### src/rtl/ipif_pkg.sv
// ipif_pkg: AXI4-Lite response codes shared by the IPIF slave files
package ipif_pkg;
  localparam logic [1:0] RESP_OKAY = 2'b00;
  localparam logic [1:0] RESP_SLVERR = 2'b10;
endpackage

### src/rtl/ipif_axil_wr_ctrl.sv
// ipif_axil_wr_ctrl: AW/W capture in any order, byte-strobe register merge, B response
module ipif_axil_wr_ctrl
  import ipif_pkg::*;
#(
  parameter int DW = 32,
  parameter int IW = 6,
  parameter int N_REG = 2
) (
  input  logic              clk,
  input  logic              rst_n,
  input  logic [IW-1:0]     aw_idx,
  input  logic              aw_valid,
  output logic              aw_ready,
  input  logic [DW-1:0]     w_data,
  input  logic [DW/8-1:0]   w_strb,
  input  logic              w_valid,
  output logic              w_ready,
  output logic [1:0]        b_resp,
  output logic              b_valid,
  input  logic              b_ready,
  output logic [N_REG-1:0]  wr_ce,
  output logic [N_REG*DW-1:0] params
);
  logic en, aw_held, w_held, exec;
  logic [IW-1:0] idx;
  logic [DW-1:0] data;
  logic [DW/8-1:0] strb;
  logic [N_REG-1:0] hit;
  for (genvar i = 0; i < N_REG; i++) begin : g_hit
    assign hit[i] = 32'(idx) == i;
  end
  assign exec = aw_held && w_held && !b_valid;
  assign aw_ready = en && !aw_held && !b_valid;
  assign w_ready = en && !w_held && !b_valid;
  assign wr_ce = exec ? hit : '0;
  always_ff @(posedge clk or negedge rst_n)
    if (!rst_n) begin
      en <= 1'b0;
      aw_held <= 1'b0;
      w_held <= 1'b0;
      idx <= '0;
      data <= '0;
      strb <= '0;
      b_valid <= 1'b0;
      b_resp <= RESP_OKAY;
      params <= '0;
    end else begin
      en <= 1'b1;
      if (aw_valid && aw_ready) begin
        aw_held <= 1'b1;
        idx <= aw_idx;
      end
      if (w_valid && w_ready) begin
        w_held <= 1'b1;
        data <= w_data;
        strb <= w_strb;
      end
      if (exec) begin
        aw_held <= 1'b0;
        w_held <= 1'b0;
        b_valid <= 1'b1;
        b_resp <= |hit ? RESP_OKAY : RESP_SLVERR;
      end else if (b_ready)
        b_valid <= 1'b0;
      for (int i = 0; i < N_REG; i++)
        for (int b = 0; b < DW/8; b++)
          if (wr_ce[i] && strb[b]) params[DW*i+8*b +: 8] <= data[8*b +: 8];
    end
endmodule

### src/rtl/ipif_axil_slave.sv
// ipif_axil_slave: AXI4-Lite slave exposing N_REG 32-bit registers with one-hot
// read/write strobes toward a clock-domain converter
module ipif_axil_slave
  import ipif_pkg::*;
#(
  parameter int C_S_AXI_DATA_WIDTH = 32,
  parameter int C_S_AXI_ADDR_WIDTH = 8,
  parameter int N_REG = 2
) (
  input  logic                          bus_clk,
  input  logic                          bus_clk_aresetn,
  input  logic [C_S_AXI_ADDR_WIDTH-1:0] S_AXI_AWADDR,
  input  logic                          S_AXI_AWVALID,
  output logic                          S_AXI_AWREADY,
  input  logic [C_S_AXI_DATA_WIDTH-1:0] S_AXI_WDATA,
  input  logic [C_S_AXI_DATA_WIDTH/8-1:0] S_AXI_WSTRB,
  input  logic                          S_AXI_WVALID,
  output logic                          S_AXI_WREADY,
  output logic [1:0]                    S_AXI_BRESP,
  output logic                          S_AXI_BVALID,
  input  logic                          S_AXI_BREADY,
  input  logic [C_S_AXI_ADDR_WIDTH-1:0] S_AXI_ARADDR,
  input  logic                          S_AXI_ARVALID,
  output logic                          S_AXI_ARREADY,
  output logic [C_S_AXI_DATA_WIDTH-1:0] S_AXI_RDATA,
  output logic [1:0]                    S_AXI_RRESP,
  output logic                          S_AXI_RVALID,
  input  logic                          S_AXI_RREADY,
  output logic [N_REG-1:0]              RdCE,
  output logic [N_REG-1:0]              WrCE,
  output logic [N_REG*C_S_AXI_DATA_WIDTH-1:0] params_from_bus,
  input  logic [N_REG*C_S_AXI_DATA_WIDTH-1:0] params_to_bus
);
  localparam int DW = C_S_AXI_DATA_WIDTH;
  localparam int IW = C_S_AXI_ADDR_WIDTH - 2;
  logic en, unused_lsb;
  logic [IW-1:0] ar_idx;
  logic [N_REG-1:0] rd_hot;
  logic [DW-1:0] rd_word;
  assign unused_lsb = ^{S_AXI_AWADDR[1:0], S_AXI_ARADDR[1:0]};
  assign ar_idx = S_AXI_ARADDR[C_S_AXI_ADDR_WIDTH-1:2];
  assign S_AXI_ARREADY = en && !S_AXI_RVALID;
  // out-of-range indices match no register, giving zero data and no strobe
  always_comb begin
    rd_word = '0;
    rd_hot = '0;
    for (int i = 0; i < N_REG; i++)
      if (32'(ar_idx) == i) begin
        rd_word = params_to_bus[DW*i +: DW];
        rd_hot[i] = 1'b1;
      end
  end
  always_ff @(posedge bus_clk or negedge bus_clk_aresetn)
    if (!bus_clk_aresetn) begin
      en <= 1'b0;
      S_AXI_RVALID <= 1'b0;
      S_AXI_RDATA <= '0;
      S_AXI_RRESP <= RESP_OKAY;
      RdCE <= '0;
    end else begin
      en <= 1'b1;
      RdCE <= '0;
      if (S_AXI_ARVALID && S_AXI_ARREADY) begin
        S_AXI_RVALID <= 1'b1;
        S_AXI_RDATA <= rd_word;
        S_AXI_RRESP <= |rd_hot ? RESP_OKAY : RESP_SLVERR;
        RdCE <= rd_hot;
      end else if (S_AXI_RREADY)
        S_AXI_RVALID <= 1'b0;
    end
  ipif_axil_wr_ctrl #(.DW(DW), .IW(IW), .N_REG(N_REG)) u_wr (
    .clk(bus_clk),
    .rst_n(bus_clk_aresetn),
    .aw_idx(S_AXI_AWADDR[C_S_AXI_ADDR_WIDTH-1:2]),
    .aw_valid(S_AXI_AWVALID),
    .aw_ready(S_AXI_AWREADY),
    .w_data(S_AXI_WDATA),
    .w_strb(S_AXI_WSTRB),
    .w_valid(S_AXI_WVALID),
    .w_ready(S_AXI_WREADY),
    .b_resp(S_AXI_BRESP),
    .b_valid(S_AXI_BVALID),
    .b_ready(S_AXI_BREADY),
    .wr_ce(WrCE),
    .params(params_from_bus)
  );
endmodule

### config.mk
export PLATFORM = sky130hd
export DESIGN_NAME = ipif_axil_slave
export DESIGN_NICKNAME = d
export VERILOG_FILES = /design/src/rtl/ipif_pkg.sv /design/src/rtl/ipif_axil_wr_ctrl.sv /design/src/rtl/ipif_axil_slave.sv
export SDC_FILE = /design/constraint.sdc
export NUM_CORES = 1
export LEC_CHECK = 0
export CORE_MARGIN = 2
export CORE_UTILIZATION = 40
export DETAILED_ROUTE_END_ITERATION = 8
export GPL_TIMING_DRIVEN = 0
export PLACE_DENSITY_LB_ADDON = 0.2
export SYNTH_ARGS = -nofsm -noshare
export SYNTH_HDL_FRONTEND = slang
export SYNTH_SLANG_ARGS = --single-unit
### constraint.sdc
create_clock -name bus_clk -period 2.2 [get_ports bus_clk]
set_input_delay 0.33 -clock bus_clk [delete_from_list [all_inputs] [get_ports bus_clk]]
set_output_delay 0.33 -clock bus_clk [all_outputs]
set_load 0.005 [all_outputs]
==> results of run 1 <==
[per-stage QoR]
step           area (um^2)  std cells  worst slack [ns]  setup TNS [ns]  hold slack (ns)
4_1_cts               9100        857            -0.135          -0.135            0.454
2_1_floorplan         5970        412             0.399               0           0.0344
3_3_place_gp          8440        820             -4.78         -701.57            0.460
6_report              9110        858             0.130               0            0.466
5_1_grt               9110        858           0.00821               0            0.466
3_5_place_dp          8470        821           0.00954               0            0.359
[placed cells by master (no fill, tap or decap), types with 2 or more instances in the layout]
cell type / n
nand4b_2: 4
o21a_1: 2
clkbuf_1: 16
clkdlybuf4s50_1: 221
buf_6: 3
buf_2: 7
and4_2: 2
clkbuf_8: 4
buf_4: 9
clkinv_2: 3
nand4_2: 2
clkbuf_16: 17
nor2_1: 4
conb_1: 3
dfrtp_1: 147
nor3_1: 3
mux2i_1: 32
nand2_1: 34
bufinv_16: 2
inv_1: 4
o21ai_0: 2
mux2_2: 107
o31ai_1: 32
[layer usage]
metal | share of wire [%] | GRT usage, % | vias up
li1 | - | - | 1978
met1 | 41 | 22.8 | 2152
met2 | 49 | 33.3 | 169
met3 | 8.1 | 7.94 | 20
met4 | 2.0 | 7.43 | 0
met5 | 0 | 0 | -
[timing repair]
item,4_1_cts,5_1_grt
hold endpoints to repair,64,0
hold buffers,1,0
setup buffers,5,1
endpoints found under the setup margin,2,2
resized for setup,3,2
pin swaps,1,1
[sequential cells by signal, summed over array words and instances, names as in the netlist]
signal,cells
u_wr.w_held,1
u_wr.b_valid,1
u_wr.data,32
u_wr.en,1
u_wr.b_resp,1
S_AXI_RDATA,32
u_wr.strb,4
u_wr.params,64
S_AXI_RVALID,1
u_wr.idx,6
u_wr.aw_held,1
S_AXI_RRESP,1
RdCE,2
[worst max-delay path, cell delays in order, from the launching register on]
cell	delay, ns
dfrtp_1	0.41
nor4bb_2	0.32
buf_4	0.17
nand2_1	0.06
nor2_1	0.10
clkdlybuf4s15_1	0.25
[cell families (layout without fill, tap and decap cells)]
| kind of cell | Yosys count | count (layout) | synth area share, % |
|---|---|---|---|
| AOI/OAI and AO/OA | 37 | 37 | 4.57 |
| other | 2 | 3 | 0.126 |
| buffers and inverters | 28 | 290 | 2.31 |
| DFF | 147 | 147 | 61.6 |
| and+or+nand+nor | 58 | 58 | 5.81 |
| muxes | 139 | 139 | 25.6 |
[power by group]
part | internal, W | switching [W] | total (W)
Sequential | 0.00350 | 0.000517 | 0.00402
Combinational | 0.00161 | 0.000765 | 0.00237
Clock | 0.00177 | 0.00103 | 0.00280
[worst min path at each step]
stage	slack, ns	depth (start not counted)	startpoint	to
after floorplan	0.03	0	bus_clk_aresetn	RdCE[0]
after global placement	0.46	2	S_AXI_RDATA[5]	S_AXI_RDATA[5]
after detailed placement	0.36	1	bus_clk_aresetn	u_wr.data[14]
after CTS	0.45	2	S_AXI_RREADY	S_AXI_RVALID
after global routing	0.47	2	S_AXI_RREADY	S_AXI_RVALID
final	0.47	2	bus_clk_aresetn	u_wr.data[14]
[cells in the mapped netlist, types with 2 or more instances]
cell        n  area [um^2]
dfrtp_1   147         3680
o31ai_1    32          240
buf_2       8         40.0
clkbuf_1   12         45.0
nand2_1    34          128
mux2i_1    32          320
o21ai_0     2         10.0
and4_2      2         20.0
nand4b_2    4         60.1
o21a_1      2         15.0
nor3_1      3         15.0
nand4_2     2         25.0
nor2_1      4         15.0
mux2_2    107         1200
inv_1       4         15.0
buf_6       2         22.5
conb_1      2         7.51
buf_4       2         15.0
[final cells by class]
cell class              instances  area [um^2]
fillers                      1127         5420
flip-flops and latches        147         3680
repair buffers                232         2330
multi-input cells             237         2160
clock buffers                  25          495
well taps                     184          230
plain buffers                  24          125
clock inverters                 5         75.1
inverters                       4         15.0
==> results.cfg, run 1 <==
[timing]
fin_crit_sh_pct = 94.1
worst_pin_slew_ns = 0.615
fin_crit_ns = 2.07
rsz0062_at_grt = false
slew_headroom_pct = 59.0
slew_violations = 0
fmax_ghz = 0.483
skew_ns = 0.00771
setup_viol = 0
final_hold_viol_count = 0

[grt]
grt_first_pass_wirelength_um = 24300
antenna_found_initial = 0
grt_usage_pct = 19.8
grt_overflow = 0
grt_pass1_vias = 4650
grt_max_degree = 84

[clock_tree]
cts_buffers = 17
clockBufferDepth = 2
htree_num_levels = 4
worst_skew_pair.late_latency_ns = 0.42
cts_sinks = 147
cts_root_buf = clkbuf_16
path_clk_slew_ns = 0.06
cts_tree = built

[synth]
avgSynthCellArea_um2 = 14.5
syn_area_um2 = 5970
synth_ff_type = dfrtp_1
synthCells = 411
yosys_warnings = 0
async_flop_share_pct = 100
synth_seq_area_share_pct = 61.6
synth_cell_types = 28
synth-seq-cells = 147
synth-edff-count = 0

[detailed_routing]
first_pass_iters = 4
drtIter0Drc = 215
ant_nets = 0
via_per_inst = 5.03
via_count = 4319
route.detailed.drc = 0
wl_um = 15100
wire_per_inst_um = 17.6

[hold_path]
min_path_type = primary input to async pin

[critical_path]
cp_max_fo = 4
critPathLaunchType = flop
critPathRequiredTime_ns = 1.87
reg2regPathDepth = 7
crit_path_start = u_wr.b_valid
reg2reg_setup_slack_ns = 0.20
crit_type = flop to output port
r2r_start = u_wr.b_valid
rr_endpoint = u_wr.params[57]
endpoint_kind = output port
cp-endpoint = WrCE[0]
cp_data_arrival_time_ns = 1.74

[final_layout]
n_antenna_cell = 0
area.growth.synth_to_final_pct = 52.6
fin_util_pct = 62.7
nets = 786
drive_gt1_share_pct = 24.5

[placement]
gp_congestion = 0.790
dp.final_hpwl_um = 11200
portBuffers = 224

[outcome]
status = finished, final reports clean

[pwr]
vdd_drop_max_mv = 0.574
power.density_nw_per_um2 = 1010
leakagePower_nw = 4.18
p_total_w = 0.00919

[floorplan]
fp.dieH_um = 126
floorplan.rows = 44
die_area_um2 = 15900
core_um2 = 14500
start_util_pct = 41.1
top_level_ports = 232
die_width_um = 126

[flow_run]
cap_viol_max_count = 0
(Power assumes the default switching activity.)
==> inputs of run 2 (changes only) <==
--- a/config.mk
+++ b/config.mk
@@ -5,11 +5,11 @@
 export SDC_FILE = /design/constraint.sdc
 export NUM_CORES = 1
 export LEC_CHECK = 0
-export CORE_MARGIN = 2
 export CORE_UTILIZATION = 40
 export DETAILED_ROUTE_END_ITERATION = 8
 export GPL_TIMING_DRIVEN = 0
 export PLACE_DENSITY_LB_ADDON = 0.2
+export SKIP_LAST_GASP = 1
 export SYNTH_ARGS = -nofsm -noshare
 export SYNTH_HDL_FRONTEND = slang
 export SYNTH_SLANG_ARGS = --single-unit
==> run 2 against run 1 <==
Final area is 1.1% higher. Count of clock-buffer cells in the layout is 5 lower. Non-clock buffer count is 1 higher. Highest routed layer unchanged. Critical path type unchanged. Largest power group unchanged. Flip-flop and latch count stayed put. Critical endpoint unchanged. Global-route usage is 0.053 points lower.
==> results.cfg, run 2 (synthesis gave the netlist of run 1 again) <==
[detailed_routing]
first_pass_iters = 4
route.detailed.drc = 0
via_per_inst = 4.94
ant_nets = 0
wire_per_inst_um = 16.9
drtIter0Drc = 118
via_count = 4250
wl_um = 14500

[critical_path]
crit_path_start = u_wr.idx[3]
critPathRequiredTime_ns = 1.87
cp-endpoint = WrCE[0]
crit_chain = nor4_4, buf_4, nand2_1, nor2_1, dlygate4sd2_1
rr_endpoint = u_wr.data[15]
slowest_stage = dfrtp_1
reg2regPathDepth = 6
critPathLaunchType = flop
cp_data_arrival_time_ns = 1.75
critPathBufInv = 2
crit_cells = 5
cp_max_fo = 3
crit_type = flop to output port
slowest_delay_ns = 0.41
r2r_start = u_wr.b_valid
reg2reg_setup_slack_ns = 0.15
endpoint_kind = output port
crit_family = simple AND/OR/NAND/NOR gates

[grt]
grt_max_degree = 92
grt_first_pass_wirelength_um = 22700
grt_pass1_vias = 4433
grt_overflow = 0
antenna_found_initial = 0
grt_usage_pct = 19.8

[final_layout]
area.growth.synth_to_final_pct = 54.3
stdcell_count = 861
fillerInstances = 1156
top_register = u_wr.params
n_antenna_cell = 0
drive_gt1_share_pct = 25.4
largest_reg_flops = 64
final_common_cell = clkdlybuf4s50_1
top_regs = u_wr.params: 64 flops, S_AXI_RDATA: 32 flops, u_wr.data: 32 flops
nets = 787
mostFrequentLayoutCells = clkdlybuf4s50_1, dfrtp_1, mux2_2

[timing]
slew_headroom_pct = 61.7
hold_slack_ns = 0.440
skew_ns = 0.00871
fin_crit_ns = 2.08
fmax_ghz = 0.481
setup_viol = 0
worst_pin_slew_ns = 0.572
rsz0062_at_grt = true
slew_violations = 0
fin_crit_sh_pct = 94.4
final_hold_viol_count = 0
setup_ws_ns = 0.123

[floorplan]
top_level_ports = 232
die_width_um = 124
start_util_pct = 41.1
fp.dieH_um = 124
core_um2 = 14500
floorplan.rows = 44
die_area_um2 = 15400

[clock_tree]
cts_tree = built
path_clk_slew_ns = 0.06
cts_root_buf = clkbuf_16
htree_num_levels = 4
worst_skew_pair.late_latency_ns = 0.41
clockBufferDepth = 2
cts_sinks = 147
cts_buffers = 17

[pwr]
p_int_w = 0.00712
switching_share_pct = 24.9
leakagePower_nw = 4.24
power.density_nw_per_um2 = 1030
combPwrFrac_pct = 25.2
seq_power_share_pct = 42.3
vdd_drop_max_mv = 0.557
clockPowerShare_pct = 32.6
p_switching_w = 0.00236

[placement]
dp.final_hpwl_um = 10800
portBuffers = 224
gp_congestion = 0.749
dp_slack_ns = 0.0195
dp.cells = 821

[flow_run]
cap_viol_max_count = 0

[hold_path]
min_path_type = primary input to async pin

[outcome]
status = finished, final reports clean
run 2: changes by cell type in the layout (fill, tap and decap cells not counted), sizes merged, moves of 2 or more:
cell | before | now
clkinvlp | 0 | 4
clkbuf | 37 | 34
bufinv | 2 | 4
clkdlybuf4s50 | 221 | 219
dlymetal6s2s | 1 | 3
run 2: worst register-to-register path, stage by stage, from the launching register on:
cell and delay, ns:
dfrtp_1 0.40, buf_4 0.15, nand2b_1 0.20, nor3b_1 0.21, buf_2 0.28, buf_2 0.33
mux2_2 0.38
run 2: worst min path at each step:
stage | from | slack [ns] | end | cells past startpoint
2_1_floorplan | bus_clk_aresetn | 0.03 | RdCE[0] | 0
3_3_place_gp | S_AXI_RDATA[0] | 0.46 | S_AXI_RDATA[0] | 2
3_5_place_dp | bus_clk_aresetn | 0.32 | u_wr.params[14] | 1
4_1_cts | bus_clk_aresetn | 0.46 | u_wr.params[14] | 2
5_1_grt | bus_clk_aresetn | 0.47 | u_wr.params[14] | 2
6_report | bus_clk_aresetn | 0.44 | u_wr.params[14] | 2
run 2: routing by layer:
layer | GRT usage [%] | part of all wire [%]
met1 | 22.6 | 39
met2 | 33.8 | 51
met3 | 8.47 | 8.9
met4 | 4.76 | 0.77
met5 | 0 | 0
run 2: what timing repair did:
action | CTS | global route
hold buffers | 1 | 0
setup endpoints to repair | 2 | 10
endpoints found under the hold margin | 56 | 0
gates resized for setup | 4 | 5
setup buffers | 6 | 1
pin swaps | 1 | 2
cloned | 0 | 0
run 2: power groups by stage:
stage | sequential (W) | combinational [W] | clock [W]
finish | 0.00401 | 0.00239 | 0.00309
global route | 0.00413 | 0.00260 | 0.00329
CTS | 0.00402 | 0.00243 | 0.00316
detailed placement | 0.00406 | 0.00232 | 0
global placement | 0.00399 | 0.00226 | 0
floorplan | 0.00398 | 0.00102 | 0
run 2: through the flow:
stage | total power (W) | utilization [%] | setup TNS (ns) | cell area [um^2]
after floorplan | 0.00500 | - | 0 | 5970
after global placement | 0.00625 | 58.1 | -694.07 | 8440
after detailed placement | 0.00638 | 58.3 | 0 | 8470
after CTS | 0.00961 | 63.2 | -0.115 | 9190
after global routing | 0.0100 | 63.4 | -0.0245 | 9210
final | 0.00949 | 63.4 | 0 | 9210
run 2: layout make-up:
cell class | count | area (um^2) | area share (%)
Buffer | 24 | 130 | 1.41
Clock buffer | 20 | 467 | 5.07
Clock inverter | 12 | 178 | 1.93
Inverter | 4 | 15.0 | 0.163
Multi-Input combinational cell | 237 | 2170 | 23.6
Sequential cell | 147 | 3680 | 39.9
Tap cell | 184 | 230 | 2.50
Timing Repair Buffer | 233 | 2340 | 25.4
==> inputs of run 3 (changes only) <==
--- a/config.mk
+++ b/config.mk
@@ -5,7 +5,8 @@
 export SDC_FILE = /design/constraint.sdc
 export NUM_CORES = 1
 export LEC_CHECK = 0
-export CORE_UTILIZATION = 40
+export ABC_AREA = 1
+export CORE_UTILIZATION = 45
 export DETAILED_ROUTE_END_ITERATION = 8
 export GPL_TIMING_DRIVEN = 0
 export PLACE_DENSITY_LB_ADDON = 0.2
==> run 3 against run 2 <==
Count of clock-buffer cells in the layout down 2. Combinational power grew 19%. Worst setup slack worse by 0.053 ns. Final area rose by 4.1%. Global-route usage is 7.4 points higher. Clock skew down 0.0017 ns. Flip-flop and latch count stayed put. Highest routed layer unchanged. Synthesized area is 6.2% higher. Clock power fell by 3%. First-iteration DRC count grew to 3.8 times the previous value.
==> results.cfg, run 3 <==
[hold_path]
hold_depth = 3
min_path_type = primary input to flop

[final_layout]
mostFrequentLayoutCells = nand2_1, clkdlybuf4s50_1, nand3_1
area.growth.synth_to_final_pct = 51.2
fillerInstances = 1111
largest_reg_flops = 64
top_register = u_wr.params
nets = 1080
top_regs = u_wr.params: 64 flops, S_AXI_RDATA: 32 flops, u_wr.data: 32 flops
n_antenna_cell = 0
stdcell_count = 1150
final_common_cell = nand2_1
drive_gt1_share_pct = 11.8

[floorplan]
core_um2 = 13800
die_area_um2 = 14600
top_level_ports = 232
start_util_pct = 45.9
floorplan.rows = 43
fp.dieH_um = 121
die_width_um = 121

[placement]
dp.final_hpwl_um = 13400
portBuffers = 224
dp_slack_ns = 0.115
gp_congestion = 0.816
dp.cells = 1106

[clock_tree]
worst_skew_pair.late_latency_ns = 0.43
clockBufferDepth = 2
path_clk_slew_ns = 0.06
cts_buffers = 17
cts_root_buf = clkbuf_16
cts_tree = built
cts_sinks = 147
htree_num_levels = 4

[synth]
yosys.area_share.simple_pct = 35.7
synth_ff_type = dfrtp_1
synthAdderAreaFrac_pct = 0
synth.most_common_cell = nand2_1
synthCells = 700
syn_area_um2 = 6340
synth_xor_area_share_pct = 0
synth.area.top_cells = dfrtp_1, nand2_1, nand3_1
synth_seq_area_share_pct = 58.0
synth_common_cells = nand2_1, nand3_1, dfrtp_1
avgSynthCellArea_um2 = 9.06
synth_mux_area_share_pct = 0
async_flop_share_pct = 100
synth-edff-count = 0
synth_cell_types = 26
synth_top_family_by_area = simple AND/OR/NAND/NOR gates
synth.top_cell.area_share_pct = 58.0
synth_top_cell_by_area = dfrtp_1
yosys_warnings = 0
synth_compound_area_share_pct = 0.612
synth-seq-cells = 147

[detailed_routing]
route.detailed.drc = 0
drtIter0Drc = 451
via_per_inst = 5.14
wl_um = 18900
wire_per_inst_um = 16.4
first_pass_iters = 8
ant_nets = 0
via_count = 5912

[critical_path]
reg2regPathDepth = 6
crit_family = buffers and inverters
crit_type = flop to output port
critPathLaunchType = flop
slowest_delay_ns = 0.52
critPathRequiredTime_ns = 1.87
endpoint_kind = output port
crit_cells = 4
critPathBufInv = 1
crit_chain = nor2_1, nand2_1, nor3_4, clkdlybuf4s50_1
cp_max_fo = 4
slowest_stage = clkdlybuf4s50_1
cp_data_arrival_time_ns = 1.80

[timing]
skew_ns = 0.00705
hold_slack_ns = 0.380
slew_headroom_pct = 58.1
slew_violations = 0
rsz0062_at_grt = false
fin_crit_ns = 2.13
setup_ws_ns = 0.0696
setup_viol = 0
fin_crit_sh_pct = 96.8
fmax_ghz = 0.469
final_hold_viol_count = 0
worst_pin_slew_ns = 0.629

[pwr]
p_int_w = 0.00658
switching_share_pct = 32.9
power.density_nw_per_um2 = 1020
seq_power_share_pct = 40.6
leakagePower_nw = 4.69
clockPowerShare_pct = 30.5
p_switching_w = 0.00322
vdd_drop_max_mv = 0.632
combPwrFrac_pct = 29.0

[grt]
grt.met2_usage_pct = 44.6
grt_usage_pct = 27.2
grt_pass1_vias = 5846
grt_overflow = 0
use_met3_pct = 7.17
grt_first_pass_wirelength_um = 30000
busiest_layer = met2
grt_max_degree = 83
antenna_found_initial = 0
grt_util_met1_pct = 34.2

[outcome]
status = finished, final reports clean

[flow_run]
cap_viol_max_count = 0
run 3: cell count changes after synthesis, sizes merged, moves of 27 or more:
cell and change:
nand2 +220, nand3 +178, mux2 -107, mux2i -32, o31ai -32, nand4 +31, buf +27
run 3: worst min-delay path, stage by stage:
cell and delay, ns:
clkbuf_1 0.23, nand3_1 0.15, nand2_1 0.05
run 3: layout make-up:
| type | instances | area [um^2] | share of cell area (%) |
|---|---|---|---|
| Buffer | 44 | 299 | 3.12 |
| Timing Repair Buffer | 237 | 2360 | 24.7 |
| Clock inverter | 14 | 180 | 1.88 |
| Tap cell | 180 | 225 | 2.35 |
| Sequential cell | 147 | 3680 | 38.4 |
| Clock buffer | 18 | 429 | 4.48 |
| Multi-Input combinational cell | 495 | 2350 | 24.5 |
| Inverter | 15 | 56.3 | 0.587 |
run 3: through the flow:
step / cell area (um^2) / setup TNS [ns] / util, % / total power [W]
2_1_floorplan: 6340 / 0 / - / 0.00527
3_3_place_gp: 8810 / -750.92 / 63.7 / 0.00659
3_5_place_dp: 8840 / 0 / 63.9 / 0.00667
4_1_cts: 9530 / -0.104 / 68.9 / 0.00976
5_1_grt: 9590 / 0 / 69.3 / 0.0103
6_report: 9590 / 0 / 69.3 / 0.00981
run 3: final timing paths:
kind	start	end	slack, ns
worst max-delay path	u_wr.idx[0]	WrCE[0]	0.07
worst min-delay path	S_AXI_WVALID	u_wr.data[27]	0.38
worst max register to register	u_wr.idx[0]	u_wr.params[2]	0.56
worst min register to register	u_wr.params[40]	u_wr.params[40]	0.47
max in group asynchronous	bus_clk_aresetn	S_AXI_RDATA[1]	0.90
min in group asynchronous	bus_clk_aresetn	u_wr.params[28]	0.47
run 3: routing by layer:
metal | wire (um) | part of all wire, %
met2 | 9230 | 49
met4 | 435 | 2.3
met3 | 1390 | 7.3
met1 | 7830 | 41
met5 | 0 | 0
run 3: kinds of logic after synthesis:
group / count (synthesis)
buffers and inverters: 59
other: 2
flip-flops: 147
AO/OA/AOI/OAI: 6
AND/OR/NAND/NOR: 486
run 3: timing repair:
| item | in CTS | in global routing |
|---|---|---|
| buffers inserted | 4 | 7 |
| gates resized for setup | 11 | 4 |
| pin swaps | 3 | 5 |
| setup endpoints to repair | 3 | 3 |
| hold buffers | 1 | 0 |
| hold endpoints to repair | 65 | 0 |
run 3: power by group through the flow:
| stage | Sequential [W] | Combinational (W) | Clock (W) |
|---|---|---|---|
| after floorplan | 0.00389 | 0.00138 | 0 |
| after global placement | 0.00396 | 0.00263 | 0 |
| after detailed placement | 0.00398 | 0.00269 | 0 |
| after CTS | 0.00397 | 0.00278 | 0.00301 |
| after global routing | 0.00405 | 0.00314 | 0.00314 |
| final | 0.00398 | 0.00284 | 0.00299 |
